### config.mk
export PLATFORM = sky130hd
export DESIGN_NAME = spi_image_rx
export DESIGN_NICKNAME = d
export VERILOG_FILES = /design/src/rtl/bnn_ocr_pkg.sv /design/src/rtl/byte_fifo.sv /design/src/rtl/spi_image_rx.sv
export SDC_FILE = /design/constraint.sdc
export NUM_CORES = 1
export LEC_CHECK = 0
export ABC_CLOCK_PERIOD_IN_PS = 2050
export CORE_ASPECT_RATIO = 0.75
export CORE_UTILIZATION = 50
export CTS_BUF_LIST = sky130_fd_sc_hd__clkbuf_2 sky130_fd_sc_hd__clkbuf_4 sky130_fd_sc_hd__clkbuf_8
export CTS_CLUSTER_DIAMETER = 50
export DETAILED_ROUTE_END_ITERATION = 16
export GPL_ROUTABILITY_DRIVEN = 0
export PLACE_DENSITY = 0.72
export SLEW_MARGIN = 5
export SYNTH_ARGS = -nofsm -noshare
export SYNTH_HDL_FRONTEND = slang
export SYNTH_SLANG_ARGS = --single-unit
export TNS_END_PERCENT = 10
### constraint.sdc
create_clock -name clk -period 2.05 [get_ports clk]
set_input_delay 0.205 -clock clk [delete_from_list [all_inputs] [get_ports clk]]
set_output_delay 0.205 -clock clk [all_outputs]
set_load 0.02 [all_outputs]
### src/rtl/bnn_ocr_pkg.sv
// Shared constants and types for the SPI image receive path.
// Holds command bytes, frame size and the receiver state encoding.
package bnn_ocr_pkg;

    localparam int         IMG_BYTES = 113;
    localparam logic [7:0] CMD_IMAGE = 8'hA5;
    localparam logic [7:0] CMD_CLEAR = 8'hC3;

    typedef enum logic [1:0] {
        IDLE    = 2'd0,
        CMD     = 2'd1,
        DATA    = 2'd2,
        DISCARD = 2'd3
    } rx_state_t;

endpackage

### src/rtl/byte_fifo.sv
// Small synchronous byte FIFO with first-word-fall-through head output.
// A push into a full FIFO is accepted only when a pop happens in the same cycle.
module byte_fifo #(
    parameter int DEPTH = 4
) (
    input  logic                       clk,
    input  logic                       rst_n,
    input  logic                       i_push,
    input  logic                       i_pop,
    input  logic                       i_flush,
    input  logic [7:0]                 i_data,
    output logic [7:0]                 o_head,
    output logic                       o_full,
    output logic                       o_empty,
    output logic [$clog2(DEPTH):0]     o_count
);

    localparam int             AW       = $clog2(DEPTH);
    localparam logic [AW:0]    FULL_CNT = (AW+1)'(DEPTH);

    logic [7:0]    r_mem [DEPTH];
    logic [AW-1:0] r_wr_ptr;
    logic [AW-1:0] r_rd_ptr;
    logic [AW:0]   r_count;
    logic          w_push;
    logic          w_pop;

    assign o_full  = (r_count == FULL_CNT);
    assign o_empty = (r_count == '0);
    assign o_count = r_count;
    assign o_head  = o_empty ? 8'h00 : r_mem[r_rd_ptr];

    assign w_pop  = i_pop && !o_empty;
    assign w_push = i_push && (!o_full || w_pop);

    always_ff @(posedge clk or negedge rst_n) begin
        if (!rst_n) begin
            r_wr_ptr <= '0;
            r_rd_ptr <= '0;
            r_count  <= '0;
        end else if (i_flush) begin
            r_wr_ptr <= '0;
            r_rd_ptr <= '0;
            r_count  <= '0;
        end else begin
            if (w_push) r_wr_ptr <= r_wr_ptr + 1'b1;
            if (w_pop)  r_rd_ptr <= r_rd_ptr + 1'b1;
            case ({w_push, w_pop})
                2'b10:   r_count <= r_count + 1'b1;
                2'b01:   r_count <= r_count - 1'b1;
                default: r_count <= r_count;
            endcase
        end
    end

    always_ff @(posedge clk) begin
        if (w_push && !i_flush) r_mem[r_wr_ptr] <= i_data;
    end

endmodule

### src/rtl/spi_image_rx.sv
// SPI mode-0 slave that receives a command byte followed by an image payload
// and streams payload bytes through a small FIFO to a downstream buffer.
module spi_image_rx
    import bnn_ocr_pkg::*;
#(
    parameter int FIFO_DEPTH = 4,
    parameter int IMG_BYTES  = bnn_ocr_pkg::IMG_BYTES
) (
    input  logic       clk,
    input  logic       rst_n,
    input  logic       spi_sclk,
    input  logic       spi_mosi,
    input  logic       spi_cs_n,
    input  logic       write_ready,
    output logic [7:0] data_out,
    output logic       write_request,
    output logic       clear_buffer,
    output logic       frame_done,
    output logic       overflow,
    output logic       busy
);

    localparam int          FAW       = $clog2(FIFO_DEPTH);
    localparam logic [6:0]  LAST_CNT  = 7'(IMG_BYTES - 1);
    localparam logic [6:0]  FULL_CNT  = 7'(IMG_BYTES);
    localparam logic [FAW:0] ONE_ENTRY = (FAW+1)'(1);

    logic [1:0]  r_sclk_sync;
    logic [1:0]  r_mosi_sync;
    logic [1:0]  r_cs_sync;
    logic        r_sclk_d;
    logic        r_cs_d;
    logic        r_mosi_d;
    logic        r_cs_low;
    logic        r_sclk_rise;
    logic        r_cs_fall;
    logic        r_cs_rise;

    logic [7:0]  r_shift;
    logic [2:0]  r_bit_cnt;
    logic        r_byte_vld;

    rx_state_t   r_state;
    rx_state_t   w_state_nxt;
    logic        w_cmd_image;
    logic        w_cmd_clear;
    logic        w_data_byte;

    logic [6:0]  r_payload_cnt;
    logic        r_overflow;
    logic        r_clear_buffer;
    logic        r_frame_done;
    logic        r_done_sent;

    logic        w_fifo_full;
    logic        w_fifo_empty;
    logic [FAW:0] w_fifo_count;
    logic [7:0]  w_head;
    logic        w_pop;
    logic        w_push;
    logic        w_drop;
    logic        w_fifo_done;

    // Synchronizers plus registered edge pulses; mosi is delayed to stay aligned.
    always_ff @(posedge clk or negedge rst_n) begin
        if (!rst_n) begin
            r_sclk_sync <= 2'b00;
            r_mosi_sync <= 2'b00;
            r_cs_sync   <= 2'b11;
            r_sclk_d    <= 1'b0;
            r_cs_d      <= 1'b1;
            r_mosi_d    <= 1'b0;
            r_cs_low    <= 1'b0;
            r_sclk_rise <= 1'b0;
            r_cs_fall   <= 1'b0;
            r_cs_rise   <= 1'b0;
        end else begin
            r_sclk_sync <= {r_sclk_sync[0], spi_sclk};
            r_mosi_sync <= {r_mosi_sync[0], spi_mosi};
            r_cs_sync   <= {r_cs_sync[0], spi_cs_n};
            r_sclk_d    <= r_sclk_sync[1];
            r_cs_d      <= r_cs_sync[1];
            r_mosi_d    <= r_mosi_sync[1];
            r_cs_low    <= !r_cs_sync[1];
            r_sclk_rise <= r_sclk_sync[1] && !r_sclk_d;
            r_cs_fall   <= r_cs_d && !r_cs_sync[1];
            r_cs_rise   <= !r_cs_d && r_cs_sync[1];
        end
    end

    always_ff @(posedge clk or negedge rst_n) begin
        if (!rst_n) begin
            r_bit_cnt  <= 3'd0;
            r_byte_vld <= 1'b0;
        end else begin
            r_byte_vld <= 1'b0;
            if (r_cs_fall || r_cs_rise) begin
                r_bit_cnt <= 3'd0;
            end else if (r_sclk_rise && r_cs_low) begin
                r_bit_cnt  <= r_bit_cnt + 3'd1;
                r_byte_vld <= (r_bit_cnt == 3'd7);
            end
        end
    end

    always_ff @(posedge clk) begin
        if (r_sclk_rise && r_cs_low) r_shift <= {r_shift[6:0], r_mosi_d};
    end

    always_ff @(posedge clk or negedge rst_n) begin
        if (!rst_n) r_state <= IDLE;
        else        r_state <= w_state_nxt;
    end

    always_comb begin
        w_state_nxt = r_state;
        w_cmd_image = 1'b0;
        w_cmd_clear = 1'b0;
        w_data_byte = 1'b0;
        if (r_cs_rise) begin
            w_state_nxt = IDLE;
        end else begin
            case (r_state)
                IDLE: if (r_cs_fall) w_state_nxt = CMD;
                CMD: begin
                    if (r_byte_vld) begin
                        w_state_nxt = DISCARD;
                        if (r_shift == CMD_IMAGE) begin
                            w_cmd_image = 1'b1;
                            w_state_nxt = DATA;
                        end else if (r_shift == CMD_CLEAR) begin
                            w_cmd_clear = 1'b1;
                        end
                    end
                end
                DATA: begin
                    if (r_byte_vld) begin
                        w_data_byte = 1'b1;
                        if (r_payload_cnt == LAST_CNT) w_state_nxt = DISCARD;
                    end
                end
                DISCARD: w_state_nxt = DISCARD;
                default: w_state_nxt = IDLE;
            endcase
        end
    end

    assign w_pop  = !w_fifo_empty && write_ready;
    assign w_push = w_data_byte && (!w_fifo_full || w_pop);
    assign w_drop = w_data_byte && w_fifo_full && !w_pop;

    // The transfer that drains the last byte of a fully counted frame.
    assign w_fifo_done = w_pop && !w_push && !w_cmd_clear &&
                         (w_fifo_count == ONE_ENTRY) &&
                         (r_payload_cnt == FULL_CNT) && !r_done_sent;

    always_ff @(posedge clk or negedge rst_n) begin
        if (!rst_n) begin
            r_payload_cnt  <= 7'd0;
            r_overflow     <= 1'b0;
            r_clear_buffer <= 1'b0;
            r_frame_done   <= 1'b0;
            r_done_sent    <= 1'b0;
        end else begin
            r_clear_buffer <= w_cmd_image || w_cmd_clear;
            r_frame_done   <= 1'b0;
            if (w_cmd_image) begin
                r_payload_cnt <= 7'd0;
                r_overflow    <= 1'b0;
                r_done_sent   <= 1'b0;
            end else begin
                if (w_cmd_clear) r_overflow    <= 1'b0;
                if (w_data_byte) r_payload_cnt <= r_payload_cnt + 7'd1;
                if (w_drop)      r_overflow    <= 1'b1;
                if (w_fifo_done) begin
                    r_frame_done <= 1'b1;
                    r_done_sent  <= 1'b1;
                end
            end
        end
    end

    byte_fifo #(
        .DEPTH (FIFO_DEPTH)
    ) u_fifo (
        .clk     (clk),
        .rst_n   (rst_n),
        .i_push  (w_push),
        .i_pop   (w_pop),
        .i_flush (w_cmd_clear),
        .i_data  (r_shift),
        .o_head  (w_head),
        .o_full  (w_fifo_full),
        .o_empty (w_fifo_empty),
        .o_count (w_fifo_count)
    );

    assign data_out      = w_head;
    assign write_request = !w_fifo_empty;
    assign clear_buffer  = r_clear_buffer;
    assign frame_done    = r_frame_done;
    assign overflow      = r_overflow;
    assign busy          = (r_state != IDLE) || !w_fifo_empty;

endmodule
Word level (Yosys, flattened, before mapping)
Memory sizes are Yosys's and may differ from the RTL's.
Cells that the tools add are included.
{"block": "word_totals", "latchBits": 0, "memories": 1, "regBits": 45, "input_bits": 6, "wordCells": 127, "mem_bits_rw": 32, "output_inout_bits": 13, "mem_bits_ro": 0}
{"name": "u_fifo.r_mem", "words": 4, "word_bits": 8, "read_ports": 1, "rd_clocked_by_memory_dff": 0, "write_ports": 1, "line": "byte_fifo.sv:21", "rtl": "logic [7:0] r_mem [DEPTH];"}
{"block": "op_classes", "add_sub_neg": 6, "magnitude_cmp": 0, "eq_ne": 16, "n_div": 0, "n_shift": 0, "n_mux": 41, "multipliers": 0, "bitwise_logic": 0, "n_reduce_logical": 41}
{"op": "1-bit 2-to-1 mux", "n": 24}
{"op": "2-bit 2-to-1 mux", "n": 9}
{"op": "8-bit == test (second input constant)", "n": 2}
{"op": "1-bit logical AND", "n": 16}
{"op": "7-bit == test (second input constant)", "n": 2}
{"op": "7-bit 2-to-1 mux", "n": 2}
{"op": "3-bit inequality test (second input constant)", "n": 4}
{"op": "2-bit nonzero test", "n": 6}
{"op": "1-bit zero test", "n": 9}
{"op": "3-bit 2-to-1 mux", "n": 3}
{"op": "8-bit 2-to-1 mux", "n": 1}
{"op": "2-bit one-hot mux with 4 select lines", "n": 1}
{"op": "7-bit by 1-bit adder with 7-bit output (second input constant)", "n": 1}
{"op": "3-bit by 1-bit adder with 3-bit output (second input constant)", "n": 2}
{"op": "2-bit == test (second input constant)", "n": 3}
{"op": "3-bit == test (second input constant)", "n": 2}
{"op": "3-bit one-hot mux with 2 select lines", "n": 1}
{"op": "3-bit nonzero test", "n": 2}
{"op": "1-bit logical OR", "n": 5}
{"op": "2-bit by 1-bit adder with 2-bit output (second input constant)", "n": 2}
{"op": "2-bit by 1-bit == test with 1-bit output (second input constant)", "n": 2}
{"op": "4-bit AND reduction", "n": 1}
{"op": "3-bit by 1-bit == test with 1-bit output (second input constant)", "n": 1}
{"op": "3-bit zero test", "n": 1}
{"op": "other kinds (2)", "n": 2}

Logic depth before layout (Yosys ltp)
Gate-level depths: netlist of run 1.
{"block": "logic_depth", "word_depth": 13, "depth_mapped": 9, "mapped_depth_nobuf": 9}

By module
From an unflattened synthesis of run 1, not the netlist that was laid out.
{"block": "hier_totals", "cells_unflattened": 235, "hier_area_um2": 3384.5}
{"module": "byte_fifo", "area_per_inst_um2": 1776.7, "n_inst": 1, "cells_each": 113, "seq_area_each_um2": 1136.1}
{"module": "spi_image_rx", "area_per_inst_um2": 1607.8, "n_inst": 1, "cells_each": 122, "seq_area_each_um2": 994.7}

Worst setup path after synthesis of run 1
OpenSTA, ideal clock, no wires.
{"block": "synth_timing", "path_kind": "reg2reg", "start": "register u_fifo.r_count[0], in the netlist u_fifo.o_count[0]", "end": "register u_fifo.r_count[2], in the netlist u_fifo.o_count[2]", "path_buffers": 0, "stages_incl_launch_ff": 9, "synth_period_minus_slack_ns": 2.040, "t_required_ns": 1.972, "slack_ns": 0.010, "arrival_ns": 1.963, "setup_time_ns": 0.078, "path_cell_list": "dfrtp_1 > inv_1 > ha_1 > and3b_1 > nor2_1 > inv_1 > ha_1 > or3_1 > a21oi_1"}
{"block": "synth_via", "elab_chain_cells": 9, "elab_cells_between_ends": 17, "cone_classes": "add/sub: 2; eq/ne: 3; mux: 2; reduce/logical: 10"}
{"element": "from (decl)", "line": "byte_fifo.sv:24", "rtl": "logic [AW:0] r_count;"}
{"element": "from (signal assigned)", "line": "byte_fifo.sv:49", "rtl": "2'b10: r_count <= r_count + 1'b1;"}
{"element": "from (signal assigned)", "line": "byte_fifo.sv:50", "rtl": "2'b01: r_count <= r_count - 1'b1;"}
{"element": "from (signal assigned)", "line": "byte_fifo.sv:51", "rtl": "default: r_count <= r_count;"}
{"element": "3-bit zero test", "line": "byte_fifo.sv:29", "rtl": "assign o_empty = (r_count == '0);"}
{"element": "1-bit zero test", "line": "byte_fifo.sv:33, spi_image_rx.sv:148"}
{"element": "1-bit logical AND", "line": "spi_image_rx.sv:148", "rtl": "assign w_pop = !w_fifo_empty && write_ready;"}
{"element": "1-bit logical OR or 1-bit logical AND (tied branches)", "line": "spi_image_rx.sv:149, byte_fifo.sv:33"}
{"element": "1-bit logical AND or 1-bit logical OR (tied branches)", "line": "spi_image_rx.sv:149, byte_fifo.sv:34"}
{"element": "1-bit logical AND", "line": "byte_fifo.sv:34", "rtl": "assign w_push = i_push && (!o_full || w_pop);"}
{"element": "2-bit by 1-bit == test with 1-bit output or 2-bit == test (tied branches)", "line": "byte_fifo.sv:48", "rtl": "case ({w_push, w_pop})"}
{"element": "3-bit one-hot mux with 2 select lines", "line": "byte_fifo.sv:48"}
{"element": "3-bit 2-to-1 mux", "line": "byte_fifo.sv:41", "rtl": "end else if (i_flush) begin"}
Several ways; a longest one is shown, not always the timed one.
A chain may end at the register's enable or synchronous reset.

Worst setup path in the final report of run 1
{"block": "layout_timing", "start": "register u_fifo.r_rd_ptr[0]", "end": "output port data_out[5]"}
{"block": "layout_via", "elab_chain_cells": 2}
{"element": "from (decl)", "line": "byte_fifo.sv:23", "rtl": "logic [AW-1:0] r_rd_ptr;"}
{"element": "from (signal assigned)", "line": "byte_fifo.sv:47", "rtl": "if (w_pop) r_rd_ptr <= r_rd_ptr + 1'b1;"}
{"element": "memory 4 x 8 bit"}
{"element": "8-bit 2-to-1 mux", "line": "byte_fifo.sv:31", "rtl": "assign o_head = o_empty ? 8'h00 : r_mem[r_rd_ptr];"}
{"element": "to (decl)", "line": "spi_image_rx.sv:15", "rtl": "output logic [7:0] data_out,"}
No other way between the ends.

==> results_dict.tcl, run 1 <==
set metrics [dict create \
    critPathMaxFanout 6 \
    power.sequential.fraction_pct 44.5 \
    yosysMostFrequentCell "sky130_fd_sc_hd__edfxtp_1" \
    post_synthesis_cell_count 217 \
    start_kind "flop" \
    maxClockFrequency_mhz 522 \
    outcome "completed" \
    cts-root-buf "sky130_fd_sc_hd__clkbuf_8" \
    mappedNetlistNets 237 \
    via_count 1799 \
    cap_violations 0 \
    final_layout_size_suffix_gt1_share_pct 23.2 \
    timing.critical_path.to_type "output port" \
    synth.top_cells.by_count "sky130_fd_sc_hd__edfxtp_1 (40), sky130_fd_sc_hd__dfrtp_1 (34), sky130_fd_sc_hd__inv_1 (16)" \
    async_flop_share_pct 48.1 \
    switching_power_mw 1.12 \
    cts_num_sinks 77 \
    post-route-cell-area_um2 3850 \
    worst_r2r_path_depth 9 \
    drt-total-wl_um 5230 \
    grt_pass1_vias 1708 \
    drc_violation_count_after_routing 0 \
    overflow 0 \
    synth_cell_types 41 \
    start_util_pct 51.7 \
    crit_path_end "data_out[5]" \
    power_report.internal_total_mw 2.91 \
    tightestPinTransition_ns 0.803 \
    placed_cell_area_um2 3640 \
    grt_start_max_net_pins 38 \
    route.detailed.wl_per_inst_um 15.2 \
    postLayoutCoreUtil_pct 60.9 \
    post-route-worst-setup-slack_ns 0.133 \
    synth-edff-count 40 \
    critical_path_class "reg -> out" \
    synth-seq-cells 77 \
    ff_latch_area_um2 2130 \
    power.density_cell_area_nw_per_um2 1050 \
    design.core.area_um2 6320 \
    rr_startpoint "u_fifo.o_count[1]" \
    synth.yosys.seq_area_share_pct 65.3 \
    clock_latency_ns 0.35 \
    cp.arrival_ns 1.71 \
    tritoncts "done" \
    placement_rows 25 \
    final_period_minus_worst_setup_slack_ns 1.92 \
    part_of_the_total_power_dissipated_in_the_clock_network_pct 31.6 \
    fin_crit_sh_pct 93.5 \
    crit_path_start "u_fifo.r_rd_ptr[0]" \
    ports_placed_on_the_boundary 19 \
    finalSetupViolations 0 \
    regToRegSetupSlack_ns 0.19 \
    post_cts.repair.setup_buffers 0 \
    max_slew_violation_total_from_the_final_report 0 \
    fp.dieArea_um2 6860 \
    area.growth.synth_to_final_pct 17.9 \
    p_sw_share_pct 27.8 \
    antennaDiodeCount 0 \
    timing.hold.worst.class "in -> reg" \
    numPortBuffers 18 \
    ir_worst_vdd_mv 0.596 \
    place.detailed.hpwl_um 3570 \
    drtAntennaViolNets 0 \
    rsz0062_at_grt "no" \
    numCtsBuffers 9 \
    ctsHtreeMaxLevel 3 \
    clock-skew-final_ns 0.0120 \
    initialDrtViolationCount 81 \
    place_inst 327 \
    post_layout_nonfiller_instances 344 \
    synthesis.area_per_instance_um2 15.0 \
    grt_antenna_before_repair 0 \
    multi_input_area_um2 1050 \
    fp.dieW_um 95.3 \
    globalRouteTotalUtil_pct 17.9 \
    cts-root-to-sink-buffers 2 \
    synth_top_flop_cell "sky130_fd_sc_hd__edfxtp_1" \
    worst_ep_required_time_ns 1.85 \
    mappedNetlistArea_um2 3260 \
    final-hold-violation-count 0 \
    timing.hold.worst_path_depth 1 \
    fin_total_pwr_mw 4.02 \
    viasPerCell 5.23 \
    p_comb_share_pct 24.0 \
    clk_pin_slew_worst_paths_ns 0.08 \
    netlist.area_leader.share_pct 36.8 \
    yosys.area.top_type "sky130_fd_sc_hd__edfxtp_1" \
    synth_top_cells_by_area "sky130_fd_sc_hd__edfxtp_1 (37%), sky130_fd_sc_hd__dfrtp_1 (26%), sky130_fd_sc_hd__mux4_2 (5.5%)" \
    detailedRoute.firstPassIterationCount 4 \
    final_nets 278 \
    max-slew-margin-rel_pct 46.5 \
    worstReg2RegEnd "u_fifo.o_count[2]" \
    preCtsSetupSlack_ns 0.0947 \
    yosys_warnings 0 \
    dieHeight_um 72.0 \
    global_route_wire_length_before_repair_um 8710 \
    fillCellCount 481 \
    cellLeakagePower_nw 1.52 \
]
cell type report:
class,count,share of cell area (%)
Clock buffer,10,3.41
Clock inverter,6,2.47
Inverter,16,1.56
Multi-Input combinational cell,119,27.3
Sequential cell,77,55.3
Tap cell,81,2.63
Timing Repair Buffer,35,7.25
repair_timing:
| action | CTS | global route |
|---|---|---|
| resized for setup | 29 | 13 |
| hold buffers | 1 | 0 |
| hold endpoints to repair | 34 | 0 |
| endpoints found under the setup margin | 10 | 10 |
cells in the final DEF, fill, tap and decap left out, drive strengths merged, types with 2 or more instances in the layout:
cell type	n
edfxtp	40
dfrtp	34
buf	25
inv	18
ha	14
and2	12
a21oi	11
clkbuf	11
nand2	9
mux4	8
clkdlybuf4s50	7
o21ai	7
nor2	6
nor3	5
or3	4
mux2i	4
nor2b	4
nand4bb	4
nor4	4
nand3	3
o31ai	3
or4	3
xor2	3
dfstp	3
and3b	2
nor4bb	2
a211oi	2
clkinv	2
bufinv	2
worst max-delay path: stages, from the launching register on:
cell                      delay, ns
sky130_fd_sc_hd__dfrtp_1       0.41
sky130_fd_sc_hd__buf_12        0.14
sky130_fd_sc_hd__mux4_2        0.50
sky130_fd_sc_hd__and2_1        0.16
sky130_fd_sc_hd__buf_2         0.15
worst min path at each step:
stage	slack [ns]	end	startpoint
floorplan	-0.09	clear_buffer	rst_n
global placement	0.33	r_mosi_sync[1]	r_mosi_sync[0]
detailed placement	0.34	r_mosi_sync[0]	rst_n
CTS	0.24	r_cs_sync[0]	spi_cs_n
global route	0.22	r_cs_sync[0]	spi_cs_n
finish	0.26	r_cs_sync[0]	spi_cs_n
routing by layer:
metal	part of all wire (%)	wire length [µm]	track usage (%)
met2	46	2430	24.8
met1	48	2530	25.7
met5	0	0	0
met3	4.2	219	7.02
met4	1.1	59	6.57
through the flow:
step	TNS, ns	hold WS [ns]
detailed placement	0	0.338
finish	0	0.258
CTS	-0.0170	0.239
global route	0	0.223
global placement	0	0.331
floorplan	0	-0.0906
logic make-up after synthesis:
family,synth area share (%)
AOI/OAI and AO/OA,5.79
xor gates and xnor gates,0.805
adders and majority gates,5.37
buffers and inverters,2.80
DFF,65.3
muxes,6.75
and+or+nand+nor,13.2
sequential cells by signal, summed over array words and instances (netlist names), 2 cells and up:
signal           count
r_mosi_sync          2
r_bit_cnt            3
u_fifo.r_rd_ptr      2
r_shift              8
u_fifo.r_mem        32
r_sclk_sync          2
u_fifo.o_count       3
r_payload_cnt        7
u_fifo.r_wr_ptr      2
r_cs_sync            2
r_state              2
power groups by stage:
stage / clock, mW / combinational [mW] / sequential [mW]
final: 1.27 / 0.965 / 1.79
after detailed placement: 0 / 1.06 / 1.82
after floorplan: 0 / 0.654 / 1.77
after CTS: 1.31 / 1.03 / 1.79
after global routing: 1.39 / 1.06 / 1.80
after global placement: 0 / 1.04 / 1.81
Power figures use the tool's default switching activity.
==> run 2: changes to the inputs <==
--- a/config.mk
+++ b/config.mk
@@ -6,13 +6,13 @@
 export NUM_CORES = 1
 export LEC_CHECK = 0
 export ABC_CLOCK_PERIOD_IN_PS = 2050
-export CORE_ASPECT_RATIO = 0.75
-export CORE_UTILIZATION = 50
+export CORE_ASPECT_RATIO = 1.25
+export CORE_UTILIZATION = 35
 export CTS_BUF_LIST = sky130_fd_sc_hd__clkbuf_2 sky130_fd_sc_hd__clkbuf_4 sky130_fd_sc_hd__clkbuf_8
 export CTS_CLUSTER_DIAMETER = 50
 export DETAILED_ROUTE_END_ITERATION = 16
 export GPL_ROUTABILITY_DRIVEN = 0
-export PLACE_DENSITY = 0.72
+export PLACE_DENSITY = 0.54
 export SLEW_MARGIN = 5
 export SYNTH_ARGS = -nofsm -noshare
 export SYNTH_HDL_FRONTEND = slang
==> results_dict.tcl, run 2 (synthesis results as in run 1) <==
set metrics [dict create \
    outcome "completed" \
    start_util_pct 36.0 \
    part_of_the_total_power_dissipated_in_the_clock_network_pct 30.6 \
    largest_registers "u_fifo.r_mem (32), r_shift (8), r_payload_cnt (7)" \
    numPortBuffers 18 \
    final.hold.worst_slack_ns 0.260 \
    final-hold-violation-count 0 \
    numCtsBuffers 9 \
    final_layout_size_suffix_gt1_share_pct 22.3 \
    grt_pass1_vias 1792 \
    drt-total-wl_um 5480 \
    tritoncts "done" \
    grt_antenna_before_repair 0 \
    timing.setup.tns_ns 0 \
    ir_worst_vdd_mv 0.593 \
    power.sequential.fraction_pct 45.5 \
    timing.critical_path.to_type "output port" \
    cts-root-buf "sky130_fd_sc_hd__clkbuf_8" \
    grt_start_max_net_pins 38 \
    timing.hold.worst.class "in -> reg" \
    fp.dieArea_um2 9720 \
    worstReg2RegEnd "u_fifo.o_count[2]" \
    largest_register_ffs 32 \
    final_nets 279 \
    finalSetupViolations 0 \
    cts_num_sinks 77 \
    place_inst 370 \
    area.growth.synth_to_final_pct 20.4 \
    switching_power_mw 1.06 \
    critPathMaxFanout 3 \
    global_route_wire_length_before_repair_um 8900 \
    drtAntennaViolNets 0 \
    rsz0062_at_grt "no" \
    timing.hold.worst_path_depth 1 \
    overflow 0 \
    detailedRoute.firstPassIterationCount 4 \
    post_layout_nonfiller_instances 387 \
    viasPerCell 4.68 \
    largest-register "u_fifo.r_mem" \
    power.density_cell_area_nw_per_um2 997 \
    tightestPinTransition_ns 0.821 \
    maxClockFrequency_mhz 522 \
    cap_violations 0 \
    post_cts.repair.setup_buffers 0 \
    p_sw_share_pct 27.1 \
    cellLeakagePower_nw 1.52 \
    initialDrtViolationCount 92 \
    final_common_cell "sky130_fd_sc_hd__edfxtp_1" \
    globalRouteTotalUtil_pct 12.9 \
    place.detailed.hpwl_um 3840 \
    dieHeight_um 110 \
    most_frequent_cells_in_the_layout "sky130_fd_sc_hd__edfxtp_1 (40), sky130_fd_sc_hd__dfrtp_1 (34), sky130_fd_sc_hd__inv_1 (16), sky130_fd_sc_hd__ha_1 (13)" \
    clock-skew-final_ns 0.00609 \
    via_count 1810 \
    worst_ep_required_time_ns 1.85 \
    clk_pin_slew_worst_paths_ns 0.07 \
    ports_placed_on_the_boundary 19 \
    cp.arrival_ns 1.71 \
    critical_path_class "reg -> out" \
    power_report.internal_total_mw 2.86 \
    drc_violation_count_after_routing 0 \
    antennaDiodeCount 0 \
    ctsHtreeMaxLevel 3 \
    worst_r2r_path_depth 8 \
    rr_startpoint "u_fifo.o_count[0]" \
    max_slew_violation_total_from_the_final_report 0 \
    final_period_minus_worst_setup_slack_ns 1.92 \
    worst_hold_path.endpoint "r_cs_sync[0]" \
    cts-root-to-sink-buffers 2 \
    start_kind "flop" \
    placement_rows 39 \
    max-slew-margin-rel_pct 45.3 \
    clock_latency_ns 0.35 \
    fin_crit_sh_pct 93.5 \
    route.detailed.wl_per_inst_um 14.2 \
    timing.hold.worst.start "spi_cs_n" \
    p_comb_share_pct 23.9 \
    design.core.area_um2 9080 \
    regToRegSetupSlack_ns 0.23 \
    fp.dieW_um 88.4 \
]
==> run 2: cell count changes in the layout (fill, tap and decap cells not counted) <==
cell	change
sky130_fd_sc_hd__nor2b_4	-1
sky130_fd_sc_hd__nor2b_2	+1
sky130_fd_sc_hd__buf_2	-5
sky130_fd_sc_hd__clkinv_1	+2
sky130_fd_sc_hd__clkinv_2	+2
sky130_fd_sc_hd__clkinv_4	-2
sky130_fd_sc_hd__inv_1	+1
sky130_fd_sc_hd__clkbuf_2	+5
sky130_fd_sc_hd__buf_4	-1
sky130_fd_sc_hd__inv_6	-2
sky130_fd_sc_hd__inv_2	-1
sky130_fd_sc_hd__buf_6	-2
sky130_fd_sc_hd__buf_12	+4
==> run 2: routing by layer <==
| metal | wire [µm] | GRT usage, % | up-vias |
|---|---|---|---|
| li1 | - | - | 884 |
| met1 | 2350 | 15.3 | 889 |
| met2 | 2860 | 21.4 | 28 |
| met3 | 159 | 2.68 | 9 |
| met4 | 115 | 7.95 | 0 |
| met5 | 0 | 0 | - |
==> run 2: worst max-delay path, cell delays in order (launching register included) <==
cell and delay [ns]:
sky130_fd_sc_hd__dfrtp_1 0.38, sky130_fd_sc_hd__inv_1 0.08, sky130_fd_sc_hd__ha_2 0.19, sky130_fd_sc_hd__nor2b_2 0.15, sky130_fd_sc_hd__inv_1 0.06, sky130_fd_sc_hd__or3_1 0.34
sky130_fd_sc_hd__buf_2 0.18
==> run 2: worst max path at each step <==
| stage | startpoint | to | depth (start not counted) |
|---|---|---|---|
| after floorplan | u_fifo.o_count[0] | u_fifo.o_count[2] | 8 |
| after global placement | u_fifo.o_count[0] | busy | 6 |
| after detailed placement | u_fifo.o_count[0] | busy | 6 |
| after CTS | u_fifo.o_count[0] | busy | 6 |
| after global routing | u_fifo.o_count[0] | busy | 6 |
| final | u_fifo.o_count[0] | busy | 6 |
==> run 2: layout make-up <==
class,instances,area (µm²)
Clock buffer,10,131
Clock inverter,6,77.6
Fill cell,856,5150
Inverter,16,60.1
Multi-Input combinational cell,119,1050
Sequential cell,77,2130
Tap cell,123,154
Timing Repair Buffer,36,329
==> run 2: repair_timing <==
item | CTS | global route
hold buffers | 1 | 0
endpoints found under the setup margin | 10 | 9
resized for setup | 23 | 10
endpoints found under the hold margin | 34 | 0
==> run 2: through the flow <==
stage	setup slack, ns	area, µm²	power [mW]	util [%]
final	0.133	3930	3.92	43.3
after global routing	0.0637	3930	4.11	43.3
after CTS	0.00120	3980	4.04	43.8
after detailed placement	0.104	3750	2.87	41.3
after global placement	0.0959	3750	2.87	41.3
after floorplan	0.00971	3260	2.42	-
==> run 2: power by group through the flow <==
stage / clock, mW / combinational, mW / sequential, mW
floorplan: 0 / 0.654 / 1.77
global placement: 0 / 1.05 / 1.82
detailed placement: 0 / 1.06 / 1.82
CTS: 1.24 / 1.01 / 1.78
global route: 1.30 / 1.03 / 1.79
finish: 1.20 / 0.937 / 1.78
==> run 3: changes to the inputs <==
--- a/config.mk
+++ b/config.mk
@@ -13,8 +13,8 @@
 export DETAILED_ROUTE_END_ITERATION = 16
 export GPL_ROUTABILITY_DRIVEN = 0
 export PLACE_DENSITY = 0.54
-export SLEW_MARGIN = 5
+export SLEW_MARGIN = 20
 export SYNTH_ARGS = -nofsm -noshare
 export SYNTH_HDL_FRONTEND = slang
 export SYNTH_SLANG_ARGS = --single-unit
-export TNS_END_PERCENT = 10
+export TNS_END_PERCENT = 1
==> results of run 3 <==
The final DEF is identical to that of run 2; final timing and power are the same.
